<file path="src/rtl/ysyx_22050039_wbu.sv">
// rtl/ysyx_22050039_wbu.sv - write-back unit: result FIFO, 32x XLEN regfile, forwarding read ports, commit trace
module ysyx_22050039_wbu #(
  parameter int XLEN  = 64,
  parameter int DEPTH = 2
) (
  input  logic            clk,
  input  logic            rst,
  input  logic            i_in_valid,
  output logic            o_in_ready,
  input  logic [4:0]      i_in_rd,
  input  logic            i_in_wen,
  input  logic [XLEN-1:0] i_in_data,
  input  logic            i_wb_stall,
  input  logic [4:0]      i_rs1_addr,
  input  logic [4:0]      i_rs2_addr,
  output logic [XLEN-1:0] o_rs1_data,
  output logic [XLEN-1:0] o_rs2_data,
  output logic            o_commit_valid,
  output logic [4:0]      o_commit_rd,
  output logic [XLEN-1:0] o_commit_data
);

  localparam int PW = $clog2(DEPTH);
  localparam int CW = $clog2(DEPTH + 1);

  logic [4:0]      r_fifo_rd   [DEPTH];
  logic            r_fifo_wen  [DEPTH];
  logic [XLEN-1:0] r_fifo_data [DEPTH];
  logic [PW-1:0]   r_wptr;
  logic [PW-1:0]   r_rptr;
  logic [CW-1:0]   r_count;
  logic [XLEN-1:0] r_regs [32];

  logic w_push;
  logic w_pop;
  logic w_head_writes;

  assign o_in_ready    = rst && (r_count != CW'(DEPTH));
  assign w_push        = i_in_valid && o_in_ready;
  assign w_pop         = rst && (r_count != '0) && !i_wb_stall;
  assign w_head_writes = r_fifo_wen[r_rptr] && (r_fifo_rd[r_rptr] != 5'd0);

  // Walk pending entries oldest to youngest so the youngest match wins.
  function automatic logic [XLEN-1:0] f_read(input logic [4:0] a);
    logic [XLEN-1:0] v;
    logic [PW-1:0]   idx;
    v = r_regs[a];
    for (int k = 0; k < DEPTH; k++) begin
      idx = r_rptr + PW'(k);
      if ((CW'(k) < r_count) && r_fifo_wen[idx] && (r_fifo_rd[idx] == a))
        v = r_fifo_data[idx];
    end
    if (a == 5'd0)
      v = '0;
    return v;
  endfunction

  always_comb begin
    o_rs1_data = f_read(i_rs1_addr);
    o_rs2_data = f_read(i_rs2_addr);
  end

  always_ff @(posedge clk) begin
    if (!rst) begin
      r_wptr  <= '0;
      r_rptr  <= '0;
      r_count <= '0;
    end else begin
      if (w_push) begin
        r_fifo_rd[r_wptr]   <= i_in_rd;
        r_fifo_wen[r_wptr]  <= i_in_wen;
        r_fifo_data[r_wptr] <= i_in_data;
        r_wptr              <= r_wptr + PW'(1);
      end
      if (w_pop)
        r_rptr <= r_rptr + PW'(1);
      if (w_push && !w_pop)
        r_count <= r_count + CW'(1);
      else if (!w_push && w_pop)
        r_count <= r_count - CW'(1);
    end
  end

  always_ff @(posedge clk) begin
    if (!rst) begin
      for (int i = 0; i < 32; i++)
        r_regs[i] <= '0;
    end else if (w_pop && w_head_writes) begin
      r_regs[r_fifo_rd[r_rptr]] <= r_fifo_data[r_rptr];
    end
  end

  // Trace pulse is registered; rd/data are zeroed for slots that wrote nothing.
  always_ff @(posedge clk) begin
    if (!rst) begin
      o_commit_valid <= 1'b0;
      o_commit_rd    <= '0;
      o_commit_data  <= '0;
    end else if (w_pop) begin
      o_commit_valid <= 1'b1;
      o_commit_rd    <= w_head_writes ? r_fifo_rd[r_rptr] : 5'd0;
      o_commit_data  <= w_head_writes ? r_fifo_data[r_rptr] : '0;
    end else begin
      o_commit_valid <= 1'b0;
    end
  end

endmodule
</file>
<file path="config.mk">
export PLATFORM = sky130hd
export DESIGN_NAME = ysyx_22050039_wbu
export DESIGN_NICKNAME = d
export VERILOG_FILES = /design/src/rtl/ysyx_22050039_wbu.sv
export SDC_FILE = /design/constraint.sdc
export NUM_CORES = 2
export LEC_CHECK = 0
export CORE_UTILIZATION = 60
export CTS_CLUSTER_DIAMETER = 150
export DETAILED_ROUTE_END_ITERATION = 10
export PLACE_DENSITY = 0.76
export SLEW_MARGIN = 20
export SYNTH_ARGS = -nofsm -noshare
export SYNTH_HDL_FRONTEND = slang
export SYNTH_SLANG_ARGS = --single-unit
</file>
<file path="constraint.sdc">
create_clock -name clk -period 6.15 [get_ports clk]
set_input_delay 1.23 -clock clk [delete_from_list [all_inputs] [get_ports clk]]
set_output_delay 1.23 -clock clk [all_outputs]
set_load 0.01 [all_outputs]
</file>
Word level (Yosys, flattened, before mapping)
Memory sizes are Yosys's and may differ from the RTL's. A register that Yosys moved wholly into a read port is not among the register bits.
Cells that the tools add are included.
Widths: inputs -> output; s select.
{ "word_totals": {"output_inout_bits": 199, "register_bits": 74, "input_bits": 84, "memories": 4, "elab_cells": 71, "ram_bits": 2188} }
{ "mem_list": {"columns": ["name", "words", "word_bits", "read_ports", "rd_clocked_by_memory_dff", "write_ports", "line_no", "source"], "rows": [
  ["r_regs", 32, 64, 2, 0, 32, "32", "logic [XLEN-1:0] r_regs [32];"],
  ["r_fifo_data", 2, 64, 2, 1, 1, "28", "logic [XLEN-1:0] r_fifo_data [DEPTH];"],
  ["r_fifo_rd", 2, 5, 2, 1, 1, "26", "logic [4:0] r_fifo_rd [DEPTH];"],
  ["r_fifo_wen", 2, 1, 2, 1, 1, "27", "logic r_fifo_wen [DEPTH];"]
]} }
{ "classes": {"n_eq_ne": 5, "n_reduce_logical": 23, "magnitude_cmp": 2, "n_addsub": 4, "n_mux": 27} }
{ "ops": {"columns": ["operator", "count"], "rows": [
  ["$mux 64", 8],
  ["$reduce_or 64->1", 1],
  ["$eq 5x5->1", 4],
  ["$mux 1", 15],
  ["$logic_and 1x1->1", 14],
  ["$logic_not 5->1", 2],
  ["$mux 5", 2],
  ["$reduce_bool 5->1", 1],
  ["$lt 1x2->1 const A", 2],
  ["$mux 2", 2],
  ["$reduce_bool 2->1", 2],
  ["$logic_not 1->1", 3],
  ["$add 1x1->1 const B", 2],
  ["$add 2x1->2 const B", 1],
  ["$ne 2x2->1 const B", 1],
  ["$sub 2x1->2 const B", 1]
]} }

Depth between registers and ports, before layout
{ "depth": {"ltp_word": 9, "depth_mapped": 12, "mapped_depth_nobuf": 10} }

Worst setup path before layout
Ideal clock, no wire load.
{ "synth_timing": {"path_kind": "input-to-reg", "start": "input port rst", "end": "memory r_fifo_data[0][0] (enable)", "path_stages": 4, "arrival_time_ns": 4.604, "path_buffers": 0, "setup_time_ns": 0.499, "required_time_ns": 5.651, "path_slack_ns": 1.047, "cell_sequence": "inv_1 > nor2_1 > nand2_1 > nor2_1"} }
{ "synth_between": {"elab_chain_cells": 5} }
{ "synth_lines": {"columns": ["element", "line_no", "source"], "rows": [
  ["start, declared", "7", "input logic rst,"],
  ["$logic_and 1x1->1", "38", "assign o_in_ready = rst && (r_count != CW'(DEPTH));"],
  ["net o_in_ready", "9", "output logic o_in_ready,"],
  ["$logic_and 1x1->1", "39", "assign w_push = i_in_valid && o_in_ready;"],
  ["$mux 1", "69", "if (w_push) begin"],
  ["$mux 1", "64", "if (!rst) begin"],
  ["$mux 1 (not written as such)", "72", "r_fifo_data[r_wptr] <= i_in_data;"],
  ["end, declared", "28", null]
]} }
The timed path passes the listed nets, and every way through them passes these cells.

==> results.md <==
Status:
- The flow ran to the end, and the final reports show no timing, DRC or antenna violations.

Timing:
- Setup repair after global routing left no endpoint under its margin.
- The highest achievable clock rate is 0.1643 GHz.
- The number of setup violations in the final report is 0.
- The final count of hold timing violations came to 0.
- Across the routed clock network, the largest skew measured is 23.80 ps.
- At the pin with the least slew margin, the transition time is 1331 ps.
- The final count of pins violating max slew is 0.
- The headroom to the max-slew limit is 11.25%.
- For the finished layout, the period the worst path requires is 6088 ps.
- The final clock period utilization by the worst path is 98.99%.
- Setup total negative slack on the finished layout was measured at 0 ps.

Setup path:
- The startpoint type of the worst setup path is a flop.
- The required time at the worst-slack endpoint is 4920 ps.
- The arrival time reported for the critical path endpoint is 4860 ps.
- The cell family contributing the most delay on the critical path is buffers and inverters.
- The signal on the critical path passes through buf_4 -> mux2i_2 -> xnor2_1 -> nor4_4 -> and2_4 -> buf_4 -> a211oi_1 -> nor3_2 -> clkdlybuf4s50_1.
- The largest individual stage delay along the critical path comes from the cell clkdlybuf4s50_1.
- The delay of the slowest critical-path stage is 570 ps.
- The largest fanout on the critical path is 19.
- By startpoint and endpoint, the worst setup path is classified as flop to output pin.
- Counting both buffers and inverters, the worst setup path holds a total of 3.
- The critical path endpoint category is an output pin.
- By instance count, the cell type seen most on the critical path is buf_4.

Synth:
- The dominant register cell in the synthesized netlist is edfxtp_1.
- Sequential elements use 58.60% of the synthesized area.
- The number of enable flip-flop cells after synthesis is 2188.
- After synthesis the netlist holds a flip-flop and latch count of 2263.
- The count of unique library cells instantiated by Yosys is 56.
- During synthesis, Yosys emitted a total of 0 warnings.
- The gate count of the mapped netlist is 8291.
- The combined area of all synthesized cells is 114700 um2.
- The post-synthesis async set-or-reset flop share is 0%.
- The average instance in the mapped netlist occupies 13.83 um2.

Global route:
- For this run, the total global-route usage over all layers was measured as 43.23%.
- The first global-routing pass estimated 587800 um of wire.
- The number of global-route vias before repair is 84.75k.
- The pin count of the biggest net entering global routing is 112.
- The total overflow left after global routing is 0.
- The initial antenna violation count is 18.

Clock network:
- The hold buffer count at CTS is 0.
- After clock tree synthesis, the clock-pin slew on the worst setup and hold paths is 60 ps.
- The number of clock sinks is 2263.
- The number of buffers on the longest clock path is 3.
- At the later pin of the worst-skew pair, clock insertion delay measures 910 ps.
- The total CTS buffers is 226.
- CTS built an H-tree with a depth of 4.
- TritonCTS built the clock tree.
- The root buffer selected by CTS is clkbuf_16.
- After clock tree synthesis, the setup repair step added 0 buffers.

Route:
- The via count of the routed design is 85.68k.
- Dividing the detail-routed wire length by the instance count gives 38.04 um.
- The final layout contains routed wiring with a total length of 420800 um.
- The number of DRC markers in iteration 0 is 16.69k.
- The iteration count of the initial detailed-routing pass is 9.
- The per-cell via count in the routed design is 7.747.
- The remaining routing DRC violations is 0.
- The count of nets left with antenna violations once routing finished came out at 0.

Power:
- In this run the static leakage power is 47.19 nW.
- Across the VDD grid, the largest voltage drop is 0.3086 mV.
- The areal power density over the cells is 286.0 nW/um2.

Die:
- The effective utilization at floorplan is 60.37%.
- The die covers 192900 um2.
- The core region is 190000 um2.
- The die width is 439.2 um.
- After floorplanning, the core was divided into 160 placement rows.
- The die is 439.2 um tall.
- 283 I/O pins were placed.

Cells and area:
- The most common cell after layout, fill and taps aside is edfxtp_1.
- In the layout the commonest cells are 2188 x edfxtp_1, 2165 x nor2_1, 862 x mux4_2, 316 x mux2i_1, 291 x buf_4.
- The relative area change from synthesis to final layout is 13.11%.
- Cells with a size suffix above 1 make up 23.63% of the layout.
- The final design area excluding fillers is 129700 um2.
- In the final design database the tool counted 8423 nets.
- The count of non-filler cells in the finished layout is 11.06k.

Worst hold path:
- The min-delay analysis places its worst path in the category flop to flop.

Placement:
- After detailed placement, the design holds a cell count of 10.62k.
- The wire-length estimate of the detail-placed layout is 242600 um.
- Buffers placed on the I/O ports in this run total 282.
- After detailed placement, the total cell area comes to 122300 um2.
- Routability-driven placement finished with a final weighted congestion of 0.9356.

Run:
- The tool flagged a number of max-cap violations equal to 0.
[path summary, 6_finish.rpt]
path | start | end | slack [ps] | cells past startpoint
worst max-delay path | flop | o_rs1_data[30] | 60 | 9
worst min-delay path | o_commit_rd[4] | o_commit_rd[4] | 490 | 2
worst max register to register | r_count[0] | r_regs[15][47] | 1170 | 8
worst min register to register | o_commit_rd[4] | o_commit_rd[4] | 490 | 2
[cells in the mapped netlist (all sizes together), types with 72 or more instances]
cell	instances	share of area [%]
o22ai	189	1.0
mux2	218	2.1
clkbuf	572	1.9
nand2	96	0.31
mux2i	385	3.4
buf	349	1.4
a22oi	136	0.89
a21oi	198	0.86
nor2	2169	7.1
edfxtp	2188	57
o21ai	129	0.56
nor2b	72	0.39
a211oi	190	1.2
mux4	862	17
dfxtp	75	1.3
[kinds of logic (layout without fill, tap and decap cells)]
logic type / Yosys count / count (layout) / share of synthesized area [%]
buf+inv: 930 / 1108 / 3.302
fa+ha+maj: 4 / 4 / 0.04364
mux: 1465 / 1465 / 22.44
simple gates: 2510 / 2510 / 8.879
compound gates: 1094 / 1094 / 6.555
flops: 2263 / 2263 / 58.60
xor+xnor: 24 / 24 / 0.1833
other cells: 1 / 81 / 0.003270
[layer usage]
layer | vias up | global-route usage, % | wire length, um
met5 | - | 0.9926 | 329
met4 | 20 | 31.90 | 37950
met3 | 2497 | 15.24 | 72400
met2 | 9686 | 63.48 | 184000
met1 | 41560 | 53.02 | 126100
li1 | 31920 | - | -
[worst register-to-register path: stages (launching register included)]
cell	delay (ps)
dfxtp_1	370
inv_1	80
ha_1	290
or3_4	410
or2_1	540
nor3_1	800
nand2_4	630
nand2_4	1110
buf_4	430
[power breakdown]
part | switching (W) | leakage (nW) | internal [W] | total (W)
registers | 0.000345 | 23.0 | 0.0175 | 0.0178
clock network | 0.00620 | 3.58 | 0.00786 | 0.0141
logic | 0.00322 | 20.6 | 0.00201 | 0.00523
total | 0.00976 | 47.2 | 0.0273 | 0.0371
[area by class of cell]
cell class | instances | area [um2]
well taps | 2511 | 3142
repair buffers | 674 | 7064
clock buffers | 281 | 5936
inverters | 9 | 41.29
clock inverters | 144 | 1458
flip-flops and latches | 2263 | 67210
diodes | 17 | 42.54
multi-input cells | 5161 | 44830
fillers | 12550 | 60260
[registers in the layout, summed over array words and instances (netlist names), named ones only]
register / count
r_fifo_wen: 2
r_wptr: 1
o_commit_valid: 1
r_fifo_data: 128
r_count: 2
o_commit_rd: 5
r_fifo_rd: 10
r_rptr: 1
r_regs: 2048
o_commit_data: 64
[timing repair]
item,4_1_cts,5_1_grt
endpoints found under the hold margin,0,0
endpoints found under the setup margin,0,21
resized for setup,0,2
[per-stage QoR]
step | util (%) | hold WS (ps) | setup slack, ps | total power, W
2_1_floorplan | - | 480.6 | 1047 | 0.02099
3_3_place_gp | 64.36 | 478.2 | 377.1 | 0.02299
3_5_place_dp | 64.36 | 483.1 | 326.0 | 0.02313
4_1_cts | 68.25 | 497.8 | 83.11 | 0.03679
5_1_grt | 68.26 | 532.5 | 9.264 | 0.03769
6_report | 68.28 | 493.0 | 61.92 | 0.03710
Power figures use the tool's default switching activity.
